[src/rtl/pipeline_ctrl_pkg.sv]
// Shared constants for the pipeline register bank: forwarding selects,
// interrupt FSM encodings and the per-stage metadata layout.
package pipeline_ctrl_pkg;

  localparam logic [1:0] FWD_RF  = 2'b00;
  localparam logic [1:0] FWD_EXM = 2'b01;
  localparam logic [1:0] FWD_MWB = 2'b10;

  localparam logic [1:0] ST_RUN   = 2'd0;
  localparam logic [1:0] ST_DRAIN = 2'd1;
  localparam logic [1:0] ST_ACK   = 2'd2;

  // Metadata is packed {we, load, rd, rs1, rs2}.
  localparam int unsigned META_FLAG_W = 2;

  function automatic int unsigned meta_width(input int unsigned reg_aw);
    return META_FLAG_W + 3 * reg_aw;
  endfunction

endpackage

[src/rtl/pipeline_ctrl_if.sv]
// Fetch-side instruction bus into the pipeline control block, plus the
// fetch enable it returns to the PC logic.
interface pipeline_ctrl_if #(
  parameter int unsigned REG_AW = 3
);
  logic              in_valid;
  logic              in_we;
  logic              in_load;
  logic [REG_AW-1:0] in_rd;
  logic [REG_AW-1:0] in_rs1;
  logic [REG_AW-1:0] in_rs2;
  logic              fetch_en;

  modport master (
    output in_valid, in_we, in_load, in_rd, in_rs1, in_rs2,
    input  fetch_en
  );

  modport slave (
    input  in_valid, in_we, in_load, in_rd, in_rs1, in_rs2,
    output fetch_en
  );
endinterface

[src/rtl/pipeline_ctrl_stage.sv]
// One pipeline register: valid bit, metadata and payload with
// load / hold / bubble control. Bubble clears all three fields.
module pipe_stage_reg #(
  parameter int unsigned META_W = 11,
  parameter int unsigned DATA_W = 64
) (
  input  logic              clk,
  input  logic              rst,
  input  logic              load,
  input  logic              bubble,
  input  logic              d_valid,
  input  logic [META_W-1:0] d_meta,
  input  logic [DATA_W-1:0] d_payload,
  output logic              q_valid,
  output logic [META_W-1:0] q_meta,
  output logic [DATA_W-1:0] q_payload
);

  always_ff @(posedge clk) begin
    if (rst || bubble) begin
      q_valid   <= 1'b0;
      q_meta    <= '0;
      q_payload <= '0;
    end else if (load) begin
      q_valid   <= d_valid;
      q_meta    <= d_meta;
      q_payload <= d_payload;
    end
  end

endmodule

[src/rtl/pipeline_ctrl.sv]
// Pipeline register bank and control: freeze, age-ordered flush, load-use
// bubble, EX operand forwarding selects and interrupt drain/acknowledge.
module pipeline_ctrl
  import pipeline_ctrl_pkg::*;
#(
  parameter int unsigned STAGES = 4,
  parameter int unsigned DATA_W = 64,
  parameter int unsigned REG_AW = 3,
  parameter int unsigned SEL_W  = 2
) (
  input  logic                     clk,
  input  logic                     rst,
  pipeline_ctrl_if.slave           fetch,
  input  logic [STAGES*DATA_W-1:0] stage_d,
  output logic [STAGES*DATA_W-1:0] stage_q,
  output logic [STAGES-1:0]        stage_valid,
  input  logic                     ext_stall,
  input  logic                     flush_req,
  input  logic [SEL_W-1:0]         flush_stage,
  input  logic                     irq,
  output logic                     irq_ack,
  output logic                     load_use,
  output logic [1:0]               fwd_sel1,
  output logic [1:0]               fwd_sel2
);

  localparam int unsigned META_W = meta_width(REG_AW);
  localparam int unsigned RS2_LO = 0;
  localparam int unsigned RS1_LO = REG_AW;
  localparam int unsigned RD_LO  = 2 * REG_AW;
  localparam int unsigned LD_BIT = 3 * REG_AW;
  localparam int unsigned WE_BIT = 3 * REG_AW + 1;

  logic [STAGES-1:0] valid_q;
  logic [STAGES-1:0] valid_d;
  logic [META_W-1:0] meta_q    [STAGES];
  logic [META_W-1:0] meta_d    [STAGES];
  logic [DATA_W-1:0] payload_q [STAGES];

  logic [1:0]  state_q;
  logic [1:0]  state_d;
  logic        fetch_en;
  int unsigned flush_lim;

  function automatic logic [1:0] fwd_pick(
    input logic [REG_AW-1:0] rs,
    input logic              v_exm,
    input logic [META_W-1:0] m_exm,
    input logic              v_mwb,
    input logic [META_W-1:0] m_mwb
  );
    if (v_exm && m_exm[WE_BIT] && (m_exm[RD_LO +: REG_AW] == rs)) return FWD_EXM;
    if (v_mwb && m_mwb[WE_BIT] && (m_mwb[RD_LO +: REG_AW] == rs)) return FWD_MWB;
    return FWD_RF;
  endfunction

  // Hazard and forwarding look only at registered state, so a frozen pipe
  // presents stable outputs regardless of the stall/flush inputs.
  assign load_use = valid_q[1] && meta_q[1][LD_BIT] && meta_q[1][WE_BIT] && valid_q[0] &&
                    ((meta_q[1][RD_LO +: REG_AW] == meta_q[0][RS1_LO +: REG_AW]) ||
                     (meta_q[1][RD_LO +: REG_AW] == meta_q[0][RS2_LO +: REG_AW]));

  assign fwd_sel1 = fwd_pick(meta_q[1][RS1_LO +: REG_AW], valid_q[2], meta_q[2], valid_q[3], meta_q[3]);
  assign fwd_sel2 = fwd_pick(meta_q[1][RS2_LO +: REG_AW], valid_q[2], meta_q[2], valid_q[3], meta_q[3]);

  assign fetch_en       = (state_q == ST_RUN) && !load_use;
  assign fetch.fetch_en = fetch_en;
  assign irq_ack        = (state_q == ST_ACK);
  assign stage_valid    = valid_q;

  always_comb begin
    flush_lim = 32'(flush_stage);
    if (flush_lim > STAGES - 1) flush_lim = STAGES - 1;
  end

  always_comb begin
    state_d = state_q;
    case (state_q)
      ST_RUN:   if (irq) state_d = ST_DRAIN;
      ST_DRAIN: if (valid_q == '0) state_d = ST_ACK;
      ST_ACK:   state_d = ST_RUN;
      default:  state_d = ST_RUN;
    endcase
  end

  always_ff @(posedge clk) begin
    if (rst) state_q <= ST_RUN;
    else if (!ext_stall) state_q <= state_d;
  end

  for (genvar k = 0; k < STAGES; k++) begin : g_stage
    logic ld;
    logic bb;

    if (k == 0) begin : g_head
      assign valid_d[k] = fetch.in_valid && fetch_en;
      assign meta_d[k]  = {fetch.in_we, fetch.in_load, fetch.in_rd, fetch.in_rs1, fetch.in_rs2};
    end else begin : g_body
      assign valid_d[k] = valid_q[k-1];
      assign meta_d[k]  = meta_q[k-1];
    end

    // Stages at or younger than the flushing stage bubble; older ones keep
    // advancing so the faulting instruction's predecessors retire.
    always_comb begin
      ld = 1'b0;
      bb = 1'b0;
      if (!ext_stall) begin
        if (flush_req) begin
          bb = (k <= flush_lim);
          ld = !(k <= flush_lim);
        end else if (load_use) begin
          bb = (k == 1);
          ld = (k > 1);
        end else begin
          ld = 1'b1;
        end
      end
    end

    pipe_stage_reg #(
      .META_W (META_W),
      .DATA_W (DATA_W)
    ) u_reg (
      .clk       (clk),
      .rst       (rst),
      .load      (ld),
      .bubble    (bb),
      .d_valid   (valid_d[k]),
      .d_meta    (meta_d[k]),
      .d_payload (stage_d[k*DATA_W +: DATA_W]),
      .q_valid   (valid_q[k]),
      .q_meta    (meta_q[k]),
      .q_payload (payload_q[k])
    );

    assign stage_q[k*DATA_W +: DATA_W] = payload_q[k];
  end

endmodule
[src/flat_wrapper.sv]
// flat-port wrapper written by rule: the top's interface ports become plain ports
module pipeline_ctrl_flat import pipeline_ctrl_pkg::*;
#(
  parameter int unsigned STAGES = 4,
  parameter int unsigned DATA_W = 64,
  parameter int unsigned REG_AW = 3,
  parameter int unsigned SEL_W  = 2
)
  (clk, rst, stage_d, stage_q, stage_valid, ext_stall, flush_req, flush_stage, irq, irq_ack, load_use, fwd_sel1, fwd_sel2, fetch_in_valid, fetch_in_we, fetch_in_load, fetch_in_rd, fetch_in_rs1, fetch_in_rs2, fetch_fetch_en);
  pipeline_ctrl_if #(.REG_AW(REG_AW)) fetch_i ();
  input  logic clk;
  input  logic rst;
  input  logic [STAGES*DATA_W-1:0] stage_d;
  output logic [STAGES*DATA_W-1:0] stage_q;
  output logic [STAGES-1:0] stage_valid;
  input  logic ext_stall;
  input  logic flush_req;
  input  logic [SEL_W-1:0] flush_stage;
  input  logic irq;
  output logic irq_ack;
  output logic load_use;
  output logic [1:0] fwd_sel1;
  output logic [1:0] fwd_sel2;
  input wire logic [$bits(fetch_i.in_valid)-1:0] fetch_in_valid;
  input wire logic [$bits(fetch_i.in_we)-1:0] fetch_in_we;
  input wire logic [$bits(fetch_i.in_load)-1:0] fetch_in_load;
  input wire logic [$bits(fetch_i.in_rd)-1:0] fetch_in_rd;
  input wire logic [$bits(fetch_i.in_rs1)-1:0] fetch_in_rs1;
  input wire logic [$bits(fetch_i.in_rs2)-1:0] fetch_in_rs2;
  output wire logic [$bits(fetch_i.fetch_en)-1:0] fetch_fetch_en;
  assign fetch_i.in_valid = fetch_in_valid;
  assign fetch_i.in_we = fetch_in_we;
  assign fetch_i.in_load = fetch_in_load;
  assign fetch_i.in_rd = fetch_in_rd;
  assign fetch_i.in_rs1 = fetch_in_rs1;
  assign fetch_i.in_rs2 = fetch_in_rs2;
  assign fetch_fetch_en = fetch_i.fetch_en;
  pipeline_ctrl #(.STAGES(STAGES), .DATA_W(DATA_W), .REG_AW(REG_AW), .SEL_W(SEL_W)) u_core (.clk(clk), .rst(rst), .fetch(fetch_i), .stage_d(stage_d), .stage_q(stage_q), .stage_valid(stage_valid), .ext_stall(ext_stall), .flush_req(flush_req), .flush_stage(flush_stage), .irq(irq), .irq_ack(irq_ack), .load_use(load_use), .fwd_sel1(fwd_sel1), .fwd_sel2(fwd_sel2));
endmodule
[config.mk]
export PLATFORM = sky130hd
export DESIGN_NAME = pipeline_ctrl_flat
export DESIGN_NICKNAME = d
export VERILOG_FILES = /design/src/rtl/pipeline_ctrl_pkg.sv /design/src/rtl/pipeline_ctrl_if.sv /design/src/rtl/pipeline_ctrl_stage.sv /design/src/rtl/pipeline_ctrl.sv /design/src/flat_wrapper.sv
export SDC_FILE = /design/constraint.sdc
export NUM_CORES = 1
export LEC_CHECK = 0
export BUFFER_PORTS_ARGS = -buffer_cell sky130_fd_sc_hd__buf_2
export CAP_MARGIN = 20
export CORE_AREA = 2 2 209 211
export CTS_BUF_LIST = sky130_fd_sc_hd__clkbuf_4
export DETAILED_ROUTE_END_ITERATION = 8
export DIE_AREA = 0 0 211 213
export REMOVE_ABC_BUFFERS = 1
export SYNTH_ARGS = -nofsm -noshare
export SYNTH_HDL_FRONTEND = slang
export SYNTH_HIERARCHICAL = 1
export SYNTH_SLANG_ARGS = --single-unit
[constraint.sdc]
create_clock -name clk -period 1.9 [get_ports clk]
set_clock_uncertainty 0.15 [all_clocks]
set_input_delay 0.38 -clock clk [delete_from_list [all_inputs] [get_ports clk]]
set_output_delay 0.38 -clock clk [all_outputs]
set_load 0.01 [all_outputs]
==> results.json <==
{
  "status": "complete, but fails checks",
  "failed_checks": "negative setup slack",
  "report.final.slew_viol_count": 0,
  "dp_hpwl_mm": 23.7,
  "fp.dieW_um": 211,
  "clkSinkCount": 292,
  "p_leak_nw": 9.31,
  "area_delta_synth_final_pct": 79.0,
  "final_cell_count_no_fill": 2531,
  "start_kind": "flop",
  "gp_congestion": 0.743,
  "worst_setup_path_end_kind": "output port",
  "grt_pass1_vias": 11400,
  "yosys_warnings": 6,
  "comb_power_share": 0.172,
  "whs_ns": 0.137,
  "slew_headroom": 0.626,
  "viasPerCell": 4.27,
  "drt_wl_total_mm": 40.9,
  "synthCells": 1006,
  "cp.arrival_ns": 1.94,
  "dr.pass1.iters": 4,
  "root_buffer": "clkbuf_4",
  "drive_above_1_share": 0.452,
  "min_path_type": "in2reg",
  "grt_pass1_wl_mm": 59.6,
  "wl_per_cell_um": 16.2,
  "cts_buffers": 82,
  "fillers": 3807,
  "initial_core_util": 0.254,
  "setup_slack_ns": -0.575,
  "htreeDepth": 3,
  "fin_crit_ns": 2.47,
  "die_area_um2": 44900,
  "io_buffers": 541,
  "pwr-share-seq": 0.438,
  "clk_pin_slew_ns": 0.07,
  "max_cap_viol_count": 0,
  "layout.cells.most_common": "buf_2",
  "worstMarginPinSlew_ns": 0.556,
  "hold_viol": 0,
  "pwr-share-clk": 0.390,
  "fin_util": 0.455,
  "clk_path_buf_depth": 3,
  "dr_total_vias": 10800,
  "ios": 542,
  "fmax_mhz": 404,
  "dp_cells": 2063,
  "antenna_found_initial": 5,
  "insertion_delay_ns": 0.77,
  "crit_type": "reg2out",
  "required_ns": 1.37,
  "sw_frac_of_total": 0.267,
  "internal-power_w": 0.0110,
  "irDropWorstVdd_v": 0.000430,
  "grt.total_usage": 0.171,
  "finalCritPeriodShare": 1.30,
  "die_y_um": 213,
  "setup_tns_ns": -12.14,
  "fin_nets": 2194,
  "p_per_area_nw_per_um2": 773,
  "cts_tree": "yes",
  "syn_avg_cell_area_um2": 10.8,
  "setup_viol": 121,
  "grt_start_max_net_pins": 77,
  "final_cell_mix": "buf_2 (507), nor2_1 (293), dlygate4sd3_1 (274), mux2i_1 (272), dfxtp_1 (203)",
  "drt-initial-drc-count": 491,
  "ant_nets": 0,
  "core.rowCount": 76,
  "p_switching_w": 0.00401,
  "rsz0062_at_grt": "true",
  "drc": 0,
  "syn_area_um2": 10800,
  "cp_max_fo": 2,
  "grt-ovfl-total": 0,
  "coreArea_um2": 42700
}
## flip-flops by register name, indices dropped and copies added (netlist names)
name	cells
u_core/g_stage.u_reg/q_payload	256
u_core/g_stage.u_reg/q_meta	30
u_core/g_stage.u_reg/q_valid	4
u_core/state_q	2
## final cells by class
cell class | instances | area (um2) | share of cell area
well taps | 546 | 683 | 0.0352
diodes | 5 | 12.5 | 0.000644
clock buffers | 125 | 938 | 0.0483
multi-input cells | 637 | 4620 | 0.238
clock inverters | 20 | 108 | 0.00554
flip-flops and latches | 292 | 5980 | 0.308
repair buffers | 906 | 7070 | 0.364
## through the flow
step                      area (um2)  worst slack (ns)  total power (W)
after floorplan                10200             -7.77          0.00777
after global placement         14200            -0.265          0.00842
after detailed placement       14200            -0.217          0.00846
after CTS                      19100            -0.696           0.0152
after global routing           19400            -0.784           0.0158
final                          19400            -0.575           0.0150
## worst max-delay path: stages (launching register included)
cell	delay (ns)
dfxtp_2	0.34
xor2_2	0.17
nor4_2	0.28
buf_4	0.18
buf_6	0.10
buf_6	0.11
## power groups by stage
stage	Sequential, W	Clock [W]	Combinational, W
2_1_floorplan	0.00681	0	0.000958
3_3_place_gp	0.00668	0	0.00174
3_5_place_dp	0.00669	0	0.00177
4_1_cts	0.00656	0.00610	0.00250
5_1_grt	0.00660	0.00647	0.00276
6_report	0.00658	0.00585	0.00258
## final timing paths
kind | from | endpoint | slack, ns | cells past startpoint
setup / recovery | u_core/g_stage[1].u_reg/q_meta[5] | fwd_sel1[0] | -0.57 | 5
setup reg to reg | u_core/g_stage[1].u_reg/q_meta[9] | u_core/g_stage[1].u_reg/q_payload[1] | -0.17 | 10
hold / removal | flush_stage[1] | u_core/g_stage[2].u_reg/q_payload[45] | 0.14 | 5
hold reg to reg | u_core/g_stage[3].u_reg/q_payload[63] | u_core/g_stage[3].u_reg/q_payload[63] | 0.33 | 2
## timing repair
action	CTS	global route
pin swaps	14	18
gates resized for setup	161	92
setup buffers	20	20
gates cloned	17	5
endpoints found under the setup margin	168	188
hold endpoints to repair	272	0
hold buffers	274	0
## layer usage
layer | track usage | share of wire | routed length, um
met4 | 0.103 | 0.037 | 1500
met3 | 0.0605 | 0.074 | 3050
met5 | 0 | 0.00029 | 12
met2 | 0.308 | 0.51 | 21100
met1 | 0.168 | 0.37 | 15300
(Power assumes the default switching activity.)
